===== src/rtl/sipo_ctrl_pkg.sv =====
// sipo_ctrl_pkg: shared state encoding and default frame width for the SIPO frame controller
package sipo_ctrl_pkg;
  typedef enum logic {IDLE, COLLECT} state_t;
  localparam int WIDTH_DEF = 16;
endpackage


===== src/rtl/sipo_shift_en.sv =====
// sipo_shift_en: enabled, clearable MSB-first shift register exposing its next-word value
module sipo_shift_en #(
  parameter int WIDTH = 16
) (
  input  logic             clk,
  input  logic             rst_n,
  input  logic             en,
  input  logic             clr,
  input  logic             din,
  output logic [WIDTH-1:0] next_word
);
  logic [WIDTH-1:0] q;
  assign next_word = {q[WIDTH-2:0], din};
  // clear takes priority so a completing or aborted frame leaves no residue
  always_ff @(posedge clk or negedge rst_n)
    if (!rst_n) q <= '0;
    else if (clr) q <= '0;
    else if (en) q <= next_word;
endmodule


===== src/rtl/sipo_frame_ctrl.sv =====
// sipo_frame_ctrl: collects serial bits into WIDTH-bit frames with a ready/valid holding register
module sipo_frame_ctrl
  import sipo_ctrl_pkg::*;
#(
  parameter int WIDTH = WIDTH_DEF
) (
  input  logic                       clk,
  input  logic                       rst_n,
  input  logic                       enable,
  input  logic                       serial_in,
  input  logic                       serial_valid,
  output logic [WIDTH-1:0]           word_out,
  output logic                       word_valid,
  input  logic                       word_ready,
  output logic [$clog2(WIDTH+1)-1:0] bit_cnt,
  output logic                       busy,
  output logic                       overrun,
  input  logic                       overrun_clr
);
  localparam int CW = $clog2(WIDTH+1);
  state_t state, state_nxt;
  logic accept, abort, complete, transfer, load, drop;
  logic [WIDTH-1:0] next_word;
  sipo_shift_en #(.WIDTH(WIDTH)) u_shift (
    .clk       (clk),
    .rst_n     (rst_n),
    .en        (accept),
    .clr       (abort || complete),
    .din       (serial_in),
    .next_word (next_word)
  );
  assign busy = state == COLLECT;
  // decode frame events; a completed word is dropped only when the holder is full and not draining
  always_comb begin
    accept    = busy && enable && serial_valid;
    abort     = busy && !enable;
    complete  = accept && (bit_cnt == CW'(WIDTH-1));
    transfer  = word_valid && word_ready;
    load      = complete && (!word_valid || word_ready);
    drop      = complete && word_valid && !word_ready;
    state_nxt = enable ? COLLECT : IDLE;
  end
  // state register
  always_ff @(posedge clk or negedge rst_n)
    if (!rst_n) state <= IDLE;
    else state <= state_nxt;
  // bit counter wraps to zero on completion and clears on abort
  always_ff @(posedge clk or negedge rst_n)
    if (!rst_n) bit_cnt <= '0;
    else if (abort || complete) bit_cnt <= '0;
    else if (accept) bit_cnt <= bit_cnt + CW'(1);
  // holding register and its valid flag
  always_ff @(posedge clk or negedge rst_n)
    if (!rst_n) begin
      word_out   <= '0;
      word_valid <= 1'b0;
    end else begin
      word_out   <= load ? next_word : word_out;
      word_valid <= load ? 1'b1 : transfer ? 1'b0 : word_valid;
    end
  // sticky overrun; a set on the same edge as a clear wins
  always_ff @(posedge clk or negedge rst_n)
    if (!rst_n) overrun <= 1'b0;
    else overrun <= drop ? 1'b1 : overrun_clr ? 1'b0 : overrun;
endmodule

===== config.mk =====
export PLATFORM = sky130hd
export DESIGN_NAME = sipo_frame_ctrl
export DESIGN_NICKNAME = d
export VERILOG_FILES = /design/src/rtl/sipo_ctrl_pkg.sv /design/src/rtl/sipo_shift_en.sv /design/src/rtl/sipo_frame_ctrl.sv
export SDC_FILE = /design/constraint.sdc
export NUM_CORES = 1
export LEC_CHECK = 0
export ABC_AREA = 1
export CAP_MARGIN = 5
export CORE_MARGIN = 1
export CORE_UTILIZATION = 43
export CTS_BUF_LIST = sky130_fd_sc_hd__clkbuf_2 sky130_fd_sc_hd__clkbuf_4 sky130_fd_sc_hd__clkbuf_8
export CTS_CLUSTER_DIAMETER = 150
export DETAILED_ROUTE_END_ITERATION = 6
export PLACE_DENSITY = 0.78
export SYNTH_ARGS = -nofsm -noshare
export SYNTH_HDL_FRONTEND = slang
export SYNTH_SLANG_ARGS = --single-unit

===== constraint.sdc =====
create_clock -name clk -period 2.26 [get_ports clk]
set_input_delay 0.452 -clock clk [delete_from_list [all_inputs] [get_ports clk]]
set_output_delay 0.452 -clock clk [all_outputs]
set_load 0.01 [all_outputs]

==> out/qor.txt <==
Synthesized area - 1593 µm²
Hold-fix buffers, CTS - 0
Worst-path cell chain - ha_1 > nand2_1 > nor2_1 > ha_1 > nand2_2 > nand4_2 > o21ai_0
Die height - 62.86 µm
CP bufs+invs - 0
Max VDD drop - 0.0002721 V
Final setup viols - 0
Hold Fails Final Rpt - 0
Vias - 1105
N_diodes - 0
Die X - 62.86 µm
Static Leak - 0.8874 nW
RSZ-0062 raised after global routing - no
Tot GR Track Use - 15.72%
Crit. End Element - flip-flop
Maxcap violations - 0
Drt first-iter violations - 46
WHS - 0.2700 ns
Max-slew violation count - 0
Crit share post-route - 83.47%
Minimum clock period - 1.886 ns
Via density - 4.889
Critical-path maximum fanout - 18
Clock Sink Count - 39
Routability cong. - 0.8423
Rows - 21
Wire per inst - 12.19 µm
Power density over the cells - 643.9 nW/µm²
Syn nets - 155
Share of layout cells above drive strength 1 - 19.44%
Most frequent CP cell - ha_1
Nets@finish - 188
Syn Area/Cell - 10.91 µm²
Slew @ Worst Pin - 0.8378 ns
Number of global-route vias before repair - 1098
Post-cts resize count - 0
Clock Skews - 0.005220 ns
Arrival time worst endpoint - 2.08 ns
CP max-delay cell - dfrtp_1
Synthesis-stage register bit count - 39
Drt total wl - 2.754 mm
Hold crit path type - input pin to async pin
Setup Buffers After CTS - 0
Post-synthesis sequential area ratio - 61.27%
Yosys cell types - 16
FMAX - 530.1 MHz
Initial antenna violation count - 0
Io pins - 31
Fin Setup TNS - 0 ns
First-pass GRT wire length - 4.774 mm
CP required - 2.45 ns
P&R area growth vs syn - 26.16%
Detailed Place HPWL - 1.913 mm
Status - completed
Largest net degree at the start of global routing - 40
Crit start category - flip-flop
Core Util, Final - 58.38%
Clk slew on worst S/H paths - 0.07 ns
Critical Path Max Stage Delay - 0.42 ns
Core ar. - 3442 µm²
Max clock buf depth - 2
Initial core utilization - 46.27%
Die area - 3951 µm²
Kind of critical path - flip-flop to flip-flop
Clock Latency Late Sink - 0.29 ns
Gr ovfl total - 0
TritonCTS buffer count - 5
Port Buf Inserts - 30
H-tree Lvls - 2
Warnings from Yosys - 0
Root Buffer - clkbuf_8
Cell family with most CP delay - simple AND/OR/NAND/NOR gates
Drt first pass iters - 4
CTS tree - built
Reg2reg start - bit_cnt[0]
DRT antenna net count - 0
Residual DRC count - 0
Post-Synthesis Cells - 146
Design Power - 1.294 mW
Worst slew margin - 44.15%
CP Launch Point - bit_cnt[0]
==> layout by cell type, fill, tap and decap left out <==
| master | n |
|---|---|
| o21a_1 | 1 |
| nand2_2 | 6 |
| nor2_1 | 5 |
| clkbuf_8 | 7 |
| inv_1 | 23 |
| nor2_4 | 1 |
| o21ai_2 | 16 |
| nand2_1 | 23 |
| buf_4 | 2 |
| o21ai_0 | 2 |
| o22ai_1 | 17 |
| ha_1 | 2 |
| nand3_1 | 3 |
| buf_2 | 1 |
| clkdlybuf4s50_1 | 29 |
| nand4_2 | 1 |
| dfrtp_1 | 39 |
| a21oi_1 | 1 |
| clkbuf_4 | 1 |
==> state kept, by name (all words and copies together), names as in the netlist <==
| signal | count |
|---|---|
| bit_cnt | 5 |
| busy | 1 |
| overrun | 1 |
| u_shift.q | 15 |
| word_out | 16 |
| word_valid | 1 |
==> final cells by class <==
cell class	count	area (µm²)
fillers	292	1433
flip-flops and latches	39	975.9
multi-input cells	78	475.5
repair buffers	32	310.3
clock buffers	8	103.9
inverters	23	86.33
well taps	46	57.56
==> cells in the mapped netlist <==
library cell / n / area (µm²)
nor2_1: 5 / 18.77
o22ai_1: 17 / 106.4
nand4_2: 1 / 12.51
o21a_1: 1 / 7.510
o21ai_0: 2 / 10.01
ha_1: 2 / 25.02
nor2_4: 1 / 11.26
dfrtp_1: 39 / 975.9
nand2_2: 6 / 37.54
nand2_1: 23 / 86.33
inv_1: 23 / 86.33
nand3_1: 3 / 15.01
a21oi_1: 1 / 5.000
o21ai_2: 16 / 140.1
buf_6: 4 / 45.04
buf_2: 2 / 10.01
==> power by group <==
part	internal, mW	switching [mW]	total (mW)
sequential	0.705	0.00681	0.712
clock	0.290	0.225	0.515
combinational	0.0253	0.0415	0.0668
==> routing by layer <==
| layer | vias to the layer above | part of all wire [%] | global-route usage, % |
|---|---|---|---|
| li1 | 544 | - | - |
| met1 | 532 | 45 | 19.47 |
| met2 | 27 | 51 | 25.13 |
| met3 | 2 | 4.1 | 5.474 |
| met4 | 0 | 0.51 | 5.814 |
| met5 | - | 0 | 0 |
==> worst paths after layout <==
path / endpoint / slack, ns / depth (start not counted)
max: bit_cnt[0] / 0.37 / 7
min: word_out[1] / 0.27 / 1
max reg2reg: bit_cnt[0] / 0.37 / 7
min reg2reg: word_out[7] / 0.49 / 2
max in group asynchronous: bit_cnt[3] / 1.47 / 1
min in group clk: word_out[7] / 0.49 / 2
==> cells by family (layout without fill, tap and decap cells) <==
group | Yosys count | count (layout) | synth area share [%]
AOI/OAI and AO/OA | 37 | 37 | 16.89
adders and majority gates | 2 | 2 | 1.571
and+or+nand+nor | 39 | 39 | 11.39
buffers and inverters | 29 | 63 | 8.876
DFF | 39 | 39 | 61.27
==> through the flow <==
stage,cells,setup WS (ns),area [µm²]
after global placement,218,0.3307,1906
final,226,0.3735,2009
after CTS,226,0.3891,2009
after floorplan,146,0.6762,1593
after detailed placement,218,0.2383,1906
after global routing,226,0.2717,2009
Power figures use the tool's default switching activity.
